`src/rtl/div_counter_pkg.sv`:
```
// Shared limits, types and helpers for the rate-divided up/down counter.
package div_counter_pkg;

    localparam int unsigned WIDTH_MIN  = 2;
    localparam int unsigned WIDTH_MAX  = 16;
    localparam int unsigned SET_W_MIN  = 1;
    localparam int unsigned SET_W_MAX  = 3;
    localparam int unsigned CY_DLY_MIN = 1;
    localparam int unsigned CY_DLY_MAX = 8;

    // Synchronised single-bit controls travel together through one synchroniser.
    typedef struct packed {
        logic ld;
        logic up;
        logic en;
    } ctrl_t;

    function automatic int unsigned ratio_from_set(input logic [SET_W_MAX-1:0] set);
        return 32'd1 << set;
    endfunction

    function automatic int unsigned pre_width(input int unsigned set_w);
        return (32'd1 << set_w) - 32'd1;
    endfunction

endpackage

```
`src/rtl/div_counter_n_if.sv`:
```
// Control inputs and counter outputs of div_counter_n, grouped as one bus.
interface div_counter_n_if #(
    parameter int unsigned WIDTH = 4,
    parameter int unsigned SET_W = 2
);

    logic             ld;
    logic [WIDTH-1:0] di;
    logic [SET_W-1:0] clk_set;
    logic             up;
    logic             en;
    logic [WIDTH-1:0] q;
    logic             cy;
    logic             tick;

    modport master (output ld, di, clk_set, up, en, input q, cy, tick);
    modport slave  (input ld, di, clk_set, up, en, output q, cy, tick);

endinterface

```
`src/rtl/div_counter_n_sync2.sv`:
```
// Two-flop synchroniser for an asynchronous input group.
module sync2 #(
    parameter int unsigned W = 1
) (
    input  logic         clk,
    input  logic         rst_n,
    input  logic [W-1:0] d_i,
    output logic [W-1:0] q_o
);

    logic [W-1:0] meta_q;
    logic [W-1:0] sync_q;

    // NOTE: non-blocking assignments let both flops sample their inputs before either updates.
    always_ff @(posedge clk or negedge rst_n) begin
        if (!rst_n) begin
            meta_q <= '0;
            sync_q <= '0;
        end else begin
            meta_q <= d_i;
            sync_q <= meta_q;
        end
    end

    assign q_o = sync_q;

endmodule

```
`src/rtl/div_counter_n.sv`:
```
// Up/down counter advancing once every 2^clk_set cycles, with a delayed carry/borrow pulse.
module div_counter_n
    import div_counter_pkg::*;
#(
    parameter int unsigned WIDTH  = 4,
    parameter int unsigned SET_W  = 2,
    parameter int unsigned CY_DLY = 2
) (
    input logic            clk_sys,
    input logic            rst,
    div_counter_n_if.slave bus
);

    localparam int unsigned PRE_W = pre_width(SET_W);

    if (WIDTH < WIDTH_MIN || WIDTH > WIDTH_MAX || SET_W < SET_W_MIN || SET_W > SET_W_MAX ||
        CY_DLY < CY_DLY_MIN || CY_DLY > CY_DLY_MAX) begin : g_param_check
        $error("div_counter_n: parameter out of range");
    end

    ctrl_t            ctrl_s;
    logic [WIDTH-1:0] di_s;
    logic [SET_W-1:0] set_s;

    sync2 #(.W($bits(ctrl_t))) u_sync_ctrl (
        .clk  (clk_sys),
        .rst_n(rst),
        .d_i  ({bus.ld, bus.up, bus.en}),
        .q_o  (ctrl_s)
    );

    sync2 #(.W(WIDTH)) u_sync_di (
        .clk  (clk_sys),
        .rst_n(rst),
        .d_i  (bus.di),
        .q_o  (di_s)
    );

    sync2 #(.W(SET_W)) u_sync_set (
        .clk  (clk_sys),
        .rst_n(rst),
        .d_i  (bus.clk_set),
        .q_o  (set_s)
    );

    logic [SET_W-1:0]  set_prev_q;
    logic [PRE_W-1:0]  pre_q, pre_d;
    logic [PRE_W-1:0]  pre_last;
    logic              set_chg;
    logic              tick_q, tick_d;
    logic [WIDTH-1:0]  q_q, q_d;
    logic              cy_raw_q, cy_raw_d;
    logic [CY_DLY-1:0] cy_sh_q, cy_sh_d;

    assign pre_last = PRE_W'(ratio_from_set(SET_W_MAX'(set_s)) - 32'd1);
    assign set_chg  = (set_s != set_prev_q);

    // A rate change restarts the period so the new ratio starts from a clean phase.
    // NOTE: every always_comb output gets a default first so no path can infer a latch.
    always_comb begin
        pre_d  = pre_q + PRE_W'(1);
        tick_d = 1'b0;
        if (set_chg) begin
            pre_d = '0;
        end else if (pre_q == pre_last) begin
            pre_d  = '0;
            tick_d = 1'b1;
        end
    end

    always_comb begin
        q_d      = q_q;
        cy_raw_d = 1'b0;
        if (tick_q) begin
            if (ctrl_s.ld) begin
                q_d = di_s;
            end else if (ctrl_s.en) begin
                if (ctrl_s.up) begin
                    q_d      = q_q + WIDTH'(1);
                    cy_raw_d = &q_q;
                end else begin
                    q_d      = q_q - WIDTH'(1);
                    cy_raw_d = ~|q_q;
                end
            end
        end
    end

    // Bit 0 takes the fresh carry; the top bit is the outgoing delayed pulse.
    assign cy_sh_d = CY_DLY'({cy_sh_q, cy_raw_q});

    always_ff @(posedge clk_sys or negedge rst) begin
        if (!rst) begin
            set_prev_q <= '0;
            pre_q      <= '0;
            tick_q     <= 1'b0;
            q_q        <= '0;
            cy_raw_q   <= 1'b0;
            cy_sh_q    <= '0;
        end else begin
            set_prev_q <= set_s;
            pre_q      <= pre_d;
            tick_q     <= tick_d;
            q_q        <= q_d;
            cy_raw_q   <= cy_raw_d;
            cy_sh_q    <= cy_sh_d;
        end
    end

    assign bus.q    = q_q;
    assign bus.tick = tick_q;
    assign bus.cy   = cy_sh_q[CY_DLY-1];

endmodule

```
`src/flat_wrapper.sv`:
```
// flat-port wrapper written by rule: the top's interface ports become plain ports
module div_counter_n_flat import div_counter_pkg::*;
#(
    parameter int unsigned WIDTH  = 4,
    parameter int unsigned SET_W  = 2,
    parameter int unsigned CY_DLY = 2
)
  (clk_sys, rst, bus_ld, bus_di, bus_clk_set, bus_up, bus_en, bus_q, bus_cy, bus_tick);
  div_counter_n_if #(.WIDTH(WIDTH), .SET_W(SET_W)) bus_i ();
  input logic clk_sys;
  input logic rst;
  input wire logic [$bits(bus_i.ld)-1:0] bus_ld;
  input wire logic [$bits(bus_i.di)-1:0] bus_di;
  input wire logic [$bits(bus_i.clk_set)-1:0] bus_clk_set;
  input wire logic [$bits(bus_i.up)-1:0] bus_up;
  input wire logic [$bits(bus_i.en)-1:0] bus_en;
  output wire logic [$bits(bus_i.q)-1:0] bus_q;
  output wire logic [$bits(bus_i.cy)-1:0] bus_cy;
  output wire logic [$bits(bus_i.tick)-1:0] bus_tick;
  assign bus_i.ld = bus_ld;
  assign bus_i.di = bus_di;
  assign bus_i.clk_set = bus_clk_set;
  assign bus_i.up = bus_up;
  assign bus_i.en = bus_en;
  assign bus_q = bus_i.q;
  assign bus_cy = bus_i.cy;
  assign bus_tick = bus_i.tick;
  div_counter_n #(.WIDTH(WIDTH), .SET_W(SET_W), .CY_DLY(CY_DLY)) u_core (.clk_sys(clk_sys), .rst(rst), .bus(bus_i));
endmodule
```
`config.mk`:
```
export PLATFORM = sky130hd
export DESIGN_NAME = div_counter_n_flat
export DESIGN_NICKNAME = d
export VERILOG_FILES = /design/src/rtl/div_counter_pkg.sv /design/src/rtl/div_counter_n_if.sv /design/src/rtl/div_counter_n_sync2.sv /design/src/rtl/div_counter_n.sv /design/src/flat_wrapper.sv
export SDC_FILE = /design/constraint.sdc
export NUM_CORES = 1
export LEC_CHECK = 0
export BUFFER_PORTS_ARGS = -buffer_cell sky130_fd_sc_hd__buf_2
export CORE_AREA = 2 2 49 51
export CTS_CLUSTER_DIAMETER = 100
export DETAILED_ROUTE_END_ITERATION = 7
export DIE_AREA = 0 0 51 53
export HOLD_SLACK_MARGIN = 0.12
export PLACE_DENSITY = 0.74
export RECOVER_POWER = 100
export SYNTH_ARGS = -nofsm -noshare
export SYNTH_HDL_FRONTEND = slang
export SYNTH_SLANG_ARGS = --single-unit
```
`constraint.sdc`:
```
create_clock -name clk_sys -period 3.4 [get_ports clk_sys]
set_clock_uncertainty 0.1 [all_clocks]
set_input_delay 0 -clock clk_sys [delete_from_list [all_inputs] [get_ports clk_sys]]
set_output_delay 0 -clock clk_sys [all_outputs]
set_load 0.03 [all_outputs]
```
Word level (Yosys, flattened, before mapping)
Cells that the tools add are included.
{"block": "classes", "add_sub_neg": 4, "mul": 0, "div_mod_pow": 0, "n_lt_le_gt_ge": 0, "n_eq_ne": 2, "shifts": 1, "n_mux": 11, "n_bitwise": 0, "n_reduce_logical": 5}
{"cell": "4-bit two-way mux", "count": 3}
{"cell": "1-bit two-way mux", "count": 6}
{"cell": "3-bit two-way mux", "count": 2}
{"cell": "4-bit by 1-bit adder with 4-bit output, second input constant", "count": 1}
{"cell": "4-bit AND reduction", "count": 1}
{"cell": "4-bit OR reduction", "count": 1}
{"cell": "4-bit by 1-bit subtractor with 4-bit output, second input constant", "count": 1}
{"cell": "3-bit by 1-bit adder with 3-bit output, second input constant", "count": 1}
{"cell": "3-bit == test", "count": 1}
{"cell": "1-bit by 2-bit left shift with 3-bit output, first input constant", "count": 1}
{"cell": "3-bit by 1-bit subtractor with 3-bit output, second input constant", "count": 1}
{"cell": "2-bit inequality test", "count": 1}
{"cell": "2-bit AND reduction", "count": 1}
{"cell": "2-bit nonzero test", "count": 1}
{"cell": "1-bit logical NOT", "count": 1}
{"block": "word_totals", "reg_bits": 31, "latchBits": 0, "ram_bits": 0, "romBits": 0, "inputBits": 11, "output_inout_bits": 6, "wordCells": 35, "n_memories": 0}

Longest topological paths before layout
Gate-level depths: netlist of the first run.
{"block": "depth", "depth_word": 6, "ltp_mapped": 6, "mapped_depth_nobuf": 6}

Cells and area by module
Synthesis of the first run repeated with hierarchy kept, for this count alone.
{"block": "unflattened", "hier_cells": 83, "hier_area_um2": 1101.1}
{"mod": "div_counter_n", "n_inst": 1, "cells_per_inst": 65, "area_per_inst_um2": 650.6, "seq_area_each_um2": 325.3}
{"mod": "sync2 (u_core.u_sync_di)", "n_inst": 1, "cells_per_inst": 8, "area_per_inst_um2": 200.2, "seq_area_each_um2": 200.2}
{"mod": "sync2 (u_core.u_sync_ctrl)", "n_inst": 1, "cells_per_inst": 6, "area_per_inst_um2": 150.1, "seq_area_each_um2": 150.1}
{"mod": "sync2 (u_core.u_sync_set)", "n_inst": 1, "cells_per_inst": 4, "area_per_inst_um2": 100.1, "seq_area_each_um2": 100.1}

Least setup slack after synthesis of the first run
No wires, ideal clock.
{"block": "synth_timing", "kind": "register to register", "from": "register u_core.q_q[1], in the netlist u_core.bus.q[1]", "to": "register u_core.q_q[3], in the netlist u_core.bus.q[3]", "setup_ns": 0.135, "arrival_ns": 1.526, "t_required_ns": 3.165, "path_slack_ns": 1.639, "path_stages_with_launch": 6, "path_buffers": 0, "cell_sequence": "dfrtp_1 -> ha_1 -> a21o_2 -> a21oi_4 -> mux2i_1 -> o311ai_1"}
{"block": "synth_via", "elab_chain_len": 4}
{"element": "from (decl)", "line_no": "div_counter_n.sv:51", "text": "logic [WIDTH-1:0] q_q, q_d;"}
{"element": "from (signal assigned)", "line_no": "div_counter_n.sv:104", "text": "q_q <= q_d;"}
{"element": "4-bit by 1-bit subtractor with 4-bit output or 4-bit by 1-bit adder with 4-bit output (tied branches)", "line_no": "div_counter_n.sv:82, div_counter_n.sv:79"}
{"element": "4-bit two-way mux *", "line_no": "div_counter_n.sv:78", "text": "if (ctrl_s.up) begin"}
{"element": "4-bit two-way mux *", "line_no": "div_counter_n.sv:77", "text": "end else if (ctrl_s.en) begin"}
{"element": "4-bit two-way mux *", "line_no": "div_counter_n.sv:75", "text": "if (ctrl_s.ld) begin"}
Every way passes the cells marked *; elsewhere a longest branch is shown, timed or not. The select of a mux whose other input is x is not followed.
A chain may end at the register's enable or synchronous reset.

Worst setup path in the final report of the first run
{"block": "layout_timing", "from": "register u_core.u_sync_ctrl.sync_q[2], in the netlist u_core.u_sync_ctrl.q_o[2]", "to": "register u_core.q_q[3], in the netlist u_core.bus.q[3]"}
{"block": "layout_via", "elab_chain_len": 2}
{"element": "from (decl)", "line_no": "div_counter_n_sync2.sv:12", "text": "logic [W-1:0] sync_q;"}
{"element": "from (signal assigned)", "line_no": "div_counter_n_sync2.sv:21", "text": "sync_q <= meta_q;"}
{"element": "2-bit nonzero test (no source line)"}
{"element": "2-bit AND reduction (no source line)"}
Parallel ways exist; a longest one is shown, timed or not.

==> out/qor.yml, run 1 <==
outcome:
  status: "finished, violations left"
  violations: "capacitance limit, slew limit"
worst_setup_path:
  startpoint_type: "register"
  ordered_cell_list_for_the_critical_path: "o21ai_0 -> nor4_1 -> mux2i_1 -> o311ai_0"
  critical_path_arrival_ns: 1.94
  critical_path.reg2reg.startpoint: "u_core.u_sync_ctrl.q_o[2]"
  path_delay_family: "compound AO/OA/AOI/OAI gates"
  critPathSlowestCell: "sky130_fd_sc_hd__o21ai_0"
  crit_path_end_kind: "register"
  regToRegSetupSlack_ns: 1.53
  reg2regPathDepth: 4
  startpoint: "u_core.u_sync_ctrl.q_o[2]"
  rr_endpoint: "u_core.bus.q[3]"
  crit_required_ns: 3.47
  critical_path_buf_inv_count: 0
  worstPathMaxFanout: 11
  worstSetupPathType: "reg2reg"
  max_stage_delay_ns: 0.74
global_routing:
  grt_max_degree: 32
  grt_most_used_layer: "met2"
  gr-usage-met3_pct: 5.37
  grt_antenna_before_repair: 0
  grt_use_met1_pct: 18.2
  globalRouteTotalUtil_pct: 15.7
  grt-ovfl-total: 0
  global_route_wire_length_before_repair_microns: 2940
  use_met2_pct: 26.0
  first_global_vias: 716
sta:
  rsz0062_at_grt: "no"
  post-route-min-period_ns: 1.87
  final-setup-viol-count: 0
  timing.final.hold_violations: 0
  max-slew-margin-rel_pct: -3.85
  fmax_ghz: 0.535
  final_min_period_over_clock_period_pct: 55.0
  final_max_slew_viol_count: 32
  tightest_slew_ns: 1.56
  timing.setup.tns_ns: 0
flow_run:
  cap_viol_max_count: 1
yosys:
  number_of_distinct_standard_cells_referenced_by_the_synthesized_netlist: 26
  postSynth.asyncResetShare_pct: 100
  synth_area_leader: "sky130_fd_sc_hd__dfrtp_1"
  synthCells: 83
  synth.area.top_cells: "sky130_fd_sc_hd__dfrtp_1, sky130_fd_sc_hd__xnor2_1, sky130_fd_sc_hd__ha_1"
  synth_seq_cells: 31
  yosysMostFrequentCell: "sky130_fd_sc_hd__dfrtp_1"
  yosysWarnings: 0
  syn-cell-area_sq_mm: 0.00112
  yosys.area.top_type_share_pct: 69.0
  syn_avg_cell_area_sq_um: 13.6
  ys_seq_area_share_pct: 69.0
  synth_nets: 98
  synth_edf_count: 0
  yosys_most_used_dff: "sky130_fd_sc_hd__dfrtp_1"
  synth.cells.most_frequent: "sky130_fd_sc_hd__dfrtp_1, sky130_fd_sc_hd__nor2_1, sky130_fd_sc_hd__nand2_1, sky130_fd_sc_hd__xnor2_1"
clock_tree:
  cts.sink_count: 31
  cts_setup_buffers: 0
  postCtsResizedCells: 0
  cts.htree.levels: 2
  number_of_hold_buffers_added_after_cts: 10
  cts_buffer_depth: 2
  clkLatencyLatePin_ns: 0.31
  path_clk_slew_ns: 0.09
  cts_root_buf: "sky130_fd_sc_hd__clkbuf_4"
  cts_tree: "yes"
  tritoncts.num_buffers: 5
pwr:
  switching_share_pct: 33.1
  power.clock.fraction_pct: 22.4
  vdd.ir_drop.worst_mv: 0.457
  power.leakage_nw: 0.646
  total_net_switching_power_w: 0.000283
  power_density_mw_per_mm2: 621
  comb_power_share_pct: 24.7
  seq_power_share_pct: 52.9
  internal_power_w: 0.000572
floorplan:
  pin_count: 17
  start_util_pct: 52.4
  core_area_sq_mm: 0.00215
  die-area_sq_mm: 0.00270
  die_height_microns: 53
  die_wd_microns: 51
  rows: 17
min_path:
  holdCritStartpoint: "bus_up"
  hold_path.class: "in2reg"
  timing.hold.worst_path_depth: 2
  min_delay_worst_endpoint: "u_core.u_sync_ctrl.meta_q[1]"
routing:
  detailedRoute.firstIterationViolations: 14
  wire_per_inst_microns: 11.7
  vias_after_detailed_routing: 699
  wirelength_microns: 1680
  routed_via_density: 4.85
  drt_pass_1_iters: 4
  drt_drc_violations_left: 0
  drtAntennaViolNets: 0
final_layout:
  areaGrowthSynthToFinish_pct: 22.4
  layout-drive-gt1-share_pct: 16.4
  nNetsFinal: 130
  antenna_cells_inserted: 0
  instances_no_fill: 144
  num-fill-cells: 177
placed_design:
  place_hpwl_microns: 1110
  dp.cells: 126
  io_buffers: 16
  gp_congestion: 0.735
metrics by stage:
step	setup slack, ns	total power (W)	area (sq um)	hold slack (ns)	util, %
after floorplan	1.64	0.000609	1120	-0.396	-
after global placement	1.70	0.000664	1230	-0.0401	57.5
after detailed placement	1.61	0.000671	1230	-0.0358	57.5
after CTS	1.60	0.000877	1390	0.147	64.5
after global routing	1.32	0.000923	1380	0.198	64.1
final	1.53	0.000855	1380	0.227	64.1
worst max-delay path by stage:
stage               cells past startpoint               to  slack, ns
floorplan                               5  u_core.bus.q[3]       1.64
global placement                        6  u_core.bus.q[3]       1.70
detailed placement                      6  u_core.bus.q[3]       1.61
CTS                                     6  u_core.bus.q[3]       1.60
global route                            4  u_core.bus.q[3]       1.32
finish                                  4  u_core.bus.q[3]       1.53
per-layer routing:
metal,vias to the layer above,part of all wire [%]
li1,349,-
met3,0,5.1
met1,333,47
met5,-,0
met2,17,48
met4,0,0
kinds of logic (layout without fill, tap and decap cells):
kind of cell	after synthesis	count (layout)	synth area share [%]
flops	31	31	69.0
fa+ha+maj	4	4	5.12
simple gates	21	21	9.23
xor+xnor	6	6	4.67
compound gates	14	14	8.45
mux	2	2	1.78
buf+inv	5	38	1.78
cells in the final DEF (no fill, tap or decap), drive strengths merged, types with 2 or more instances in the layout:
cell         instances
o21ai                4
ha                   3
nand2                6
nor4                 2
a21oi                5
xnor2                5
nor3                 2
inv                  4
dlygate4sd3         10
clkbuf              14
buf                  9
nor2                 7
mux2i                2
and3                 2
dfrtp               31
sequential cells by signal, summed over array words and instances (netlist names):
signal	cells
u_core.cy_raw_q	1
u_core.u_sync_set.q_o	2
u_core.bus.tick	1
u_core.bus.q	4
u_core.u_sync_set.meta_q	2
u_core.u_sync_ctrl.meta_q	3
u_core.u_sync_di.q_o	4
u_core.u_sync_ctrl.q_o	3
u_core.pre_q	3
u_core.u_sync_di.meta_q	4
u_core.set_prev_q	2
u_core.cy_sh_q	2
area by class of cell:
| cell class | count | area (sq um) | share of cell area, % |
|---|---|---|---|
| clock buffers | 7 | 45.0 | 3.27 |
| inverters | 4 | 15.0 | 1.09 |
| repair buffers | 26 | 171 | 12.5 |
| clock inverters | 1 | 5.00 | 0.364 |
| well taps | 28 | 35.0 | 2.55 |
| flip-flops and latches | 31 | 776 | 56.4 |
| multi-input cells | 47 | 329 | 23.9 |
power by group through the flow:
stage / clock network [W] / logic [W] / registers, W
floorplan: 0 / 0.000118 / 0.000492
global placement: 0 / 0.000210 / 0.000454
detailed placement: 0 / 0.000213 / 0.000459
CTS: 0.000203 / 0.000222 / 0.000451
global route: 0.000223 / 0.000240 / 0.000460
finish: 0.000192 / 0.000211 / 0.000452
Power figures use the tool's default switching activity.
==> run 2, diff against run 1 <==
CORE_AREA = 2 2 52 54   (was 2 2 49 51)
DIE_AREA = 0 0 54 56   (was 0 0 51 53)
PLACE_DENSITY = 0.69   (was 0.74)
clock period = 1.7 ns   (was 3.4 ns; I/O delays follow)
==> out/qor.yml, run 2 (same netlist as run 1, synthesis figures left out) <==
floorplan:
  die-area_sq_mm: 0.00302
  rows: 18
  die_wd_microns: 54
  core_area_sq_mm: 0.00243
  die_height_microns: 56
  start_util_pct: 46.2
  pin_count: 17
sta:
  final_critical_path_setup_slack_ns: 0.0903
  timing.final.hold_violations: 0
  tightest_slew_ns: 0.719
  timing.setup.tns_ns: 0
  final-setup-viol-count: 0
  post-route-min-period_ns: 1.61
  final_min_period_over_clock_period_pct: 94.7
  max-slew-margin-rel_pct: 52.0
  rsz0062_at_grt: "no"
  final_max_slew_viol_count: 0
  fmax_ghz: 0.621
final_layout:
  nNetsFinal: 135
  antenna_cells_inserted: 0
  mostFrequentLayoutCells: "sky130_fd_sc_hd__dfrtp_1, sky130_fd_sc_hd__dlygate4sd3_1, sky130_fd_sc_hd__buf_2"
  num-fill-cells: 195
  layout.area.seq_sq_um: 777
  layout.cells.most_common: "sky130_fd_sc_hd__dfrtp_1"
  instances_no_fill: 151
  layout-drive-gt1-share_pct: 26.4
  areaGrowthSynthToFinish_pct: 31.8
  multi_input_area_sq_um: 357
clock_tree:
  tritoncts.num_buffers: 5
  path_clk_slew_ns: 0.09
  clkLatencyLatePin_ns: 0.33
  cts_buffer_depth: 2
  cts_root_buf: "sky130_fd_sc_hd__clkbuf_4"
  cts.sink_count: 31
  cts.htree.levels: 2
  cts_tree: "yes"
worst_setup_path:
  startpoint_type: "register"
  crit_required_ns: 1.82
  critical_path.reg2reg.startpoint: "u_core.bus.q[1]"
  worstPathMaxFanout: 5
  startpoint: "u_core.bus.q[1]"
  rr_endpoint: "u_core.bus.q[2]"
  critical_path_arrival_ns: 1.73
  regToRegSetupSlack_ns: 0.09
  crit_path_end_kind: "register"
  crit_path_end: "u_core.bus.q[2]"
  reg2regPathDepth: 6
  worstSetupPathType: "reg2reg"
pwr:
  power.leakage_nw: 0.688
  vdd.ir_drop.worst_mv: 0.772
  total_net_switching_power_w: 0.000622
  power.clock.fraction_pct: 29.1
  comb_power_share_pct: 25.6
  internal_power_w: 0.00139
  switching_share_pct: 31.0
  power_density_mw_per_mm2: 1350
  seq_power_share_pct: 45.2
global_routing:
  global_route_wire_length_before_repair_microns: 3260
  grt_antenna_before_repair: 0
  first_global_vias: 755
  globalRouteTotalUtil_pct: 15.7
  grt_max_degree: 32
  grt-ovfl-total: 0
outcome:
  status: "complete, no violations"
routing:
  drt_pass_1_iters: 2
  routed_via_density: 4.78
  drtAntennaViolNets: 0
  wirelength_microns: 1970
  vias_after_detailed_routing: 722
  detailedRoute.firstIterationViolations: 2
  drt_drc_violations_left: 0
  wire_per_inst_microns: 13.0
placed_design:
  dp.cells: 132
  worst_slack_placed_ns: 0.0110
  place_hpwl_microns: 1240
  io_buffers: 16
  gp_congestion: 0.723
flow_run:
  cap_viol_max_count: 0
min_path:
  hold_path.class: "in2async"
-- run 2: cell count changes in the layout (fill, tap and decap cells not counted), sizes merged --
cell | previous run | this run
buf | 9 | 14
clkbuf | 14 | 13
bufinv | 0 | 1
-- run 2: per-layer routing --
layer | GRT usage, % | wire length [microns]
met1 | 17.7 | 845
met2 | 24.6 | 973
met3 | 5.65 | 91
met4 | 9.64 | 54
met5 | 0 | 0
-- run 2: critical path: stages, from the launching register on --
cell                      delay [ns]
sky130_fd_sc_hd__dfrtp_2        0.44
sky130_fd_sc_hd__buf_4          0.16
sky130_fd_sc_hd__fa_2           0.35
sky130_fd_sc_hd__xnor2_1        0.18
sky130_fd_sc_hd__nor2_1         0.06
sky130_fd_sc_hd__a21oi_1        0.13
sky130_fd_sc_hd__o21ai_1        0.08
-- run 2: final cells by class --
class	instances	area share (%)
sequential	31	52.4
multi-input combinational	47	24.1
timing repair buffer	31	14.2
clock buffer	6	3.46
tap	30	2.53
clock inverter	2	2.36
inverter	4	1.01
-- run 2: how the worst min path moves through the flow --
stage | from | end | slack (ns) | depth (start not counted)
floorplan | rst | u_core.bus.q[0] | -0.40 | 0
global placement | rst | u_core.u_sync_di.meta_q[0] | -0.04 | 1
detailed placement | rst | u_core.u_sync_di.meta_q[1] | -0.03 | 1
CTS | rst | u_core.u_sync_ctrl.q_o[1] | 0.14 | 2
global route | bus_up | u_core.u_sync_ctrl.meta_q[1] | 0.18 | 2
finish | rst | u_core.u_sync_di.q_o[2] | 0.18 | 2
-- run 2: per-stage QoR --
| stage | util, % | total power [W] | hold slack [ns] | cell area [sq um] |
|---|---|---|---|---|
| 2_1_floorplan | - | 0.00122 | -0.396 | 1130 |
| 3_3_place_gp | 52.2 | 0.00136 | -0.0402 | 1270 |
| 3_5_place_dp | 52.2 | 0.00138 | -0.0296 | 1270 |
| 4_1_cts | 60.1 | 0.00200 | 0.142 | 1460 |
| 5_1_grt | 61.0 | 0.00213 | 0.185 | 1480 |
| 6_report | 61.0 | 0.00201 | 0.177 | 1480 |
-- run 2: power by group through the flow --
stage               Combinational (W)  Sequential [W]  Clock, W
floorplan                    0.000235        0.000986         0
global placement             0.000459        0.000898         0
detailed placement           0.000471        0.000908         0
CTS                          0.000499        0.000893  0.000607
global route                 0.000571        0.000919  0.000637
finish                       0.000515        0.000908  0.000585
-- run 2: repair_timing --
action                                  4_1_cts  5_1_grt
hold buffers                                 10        0
resized for setup                             0        5
endpoints found under the setup margin        1        2
pin swaps                                     0        4
hold endpoints to repair                     40        0
buffers inserted                              1        0
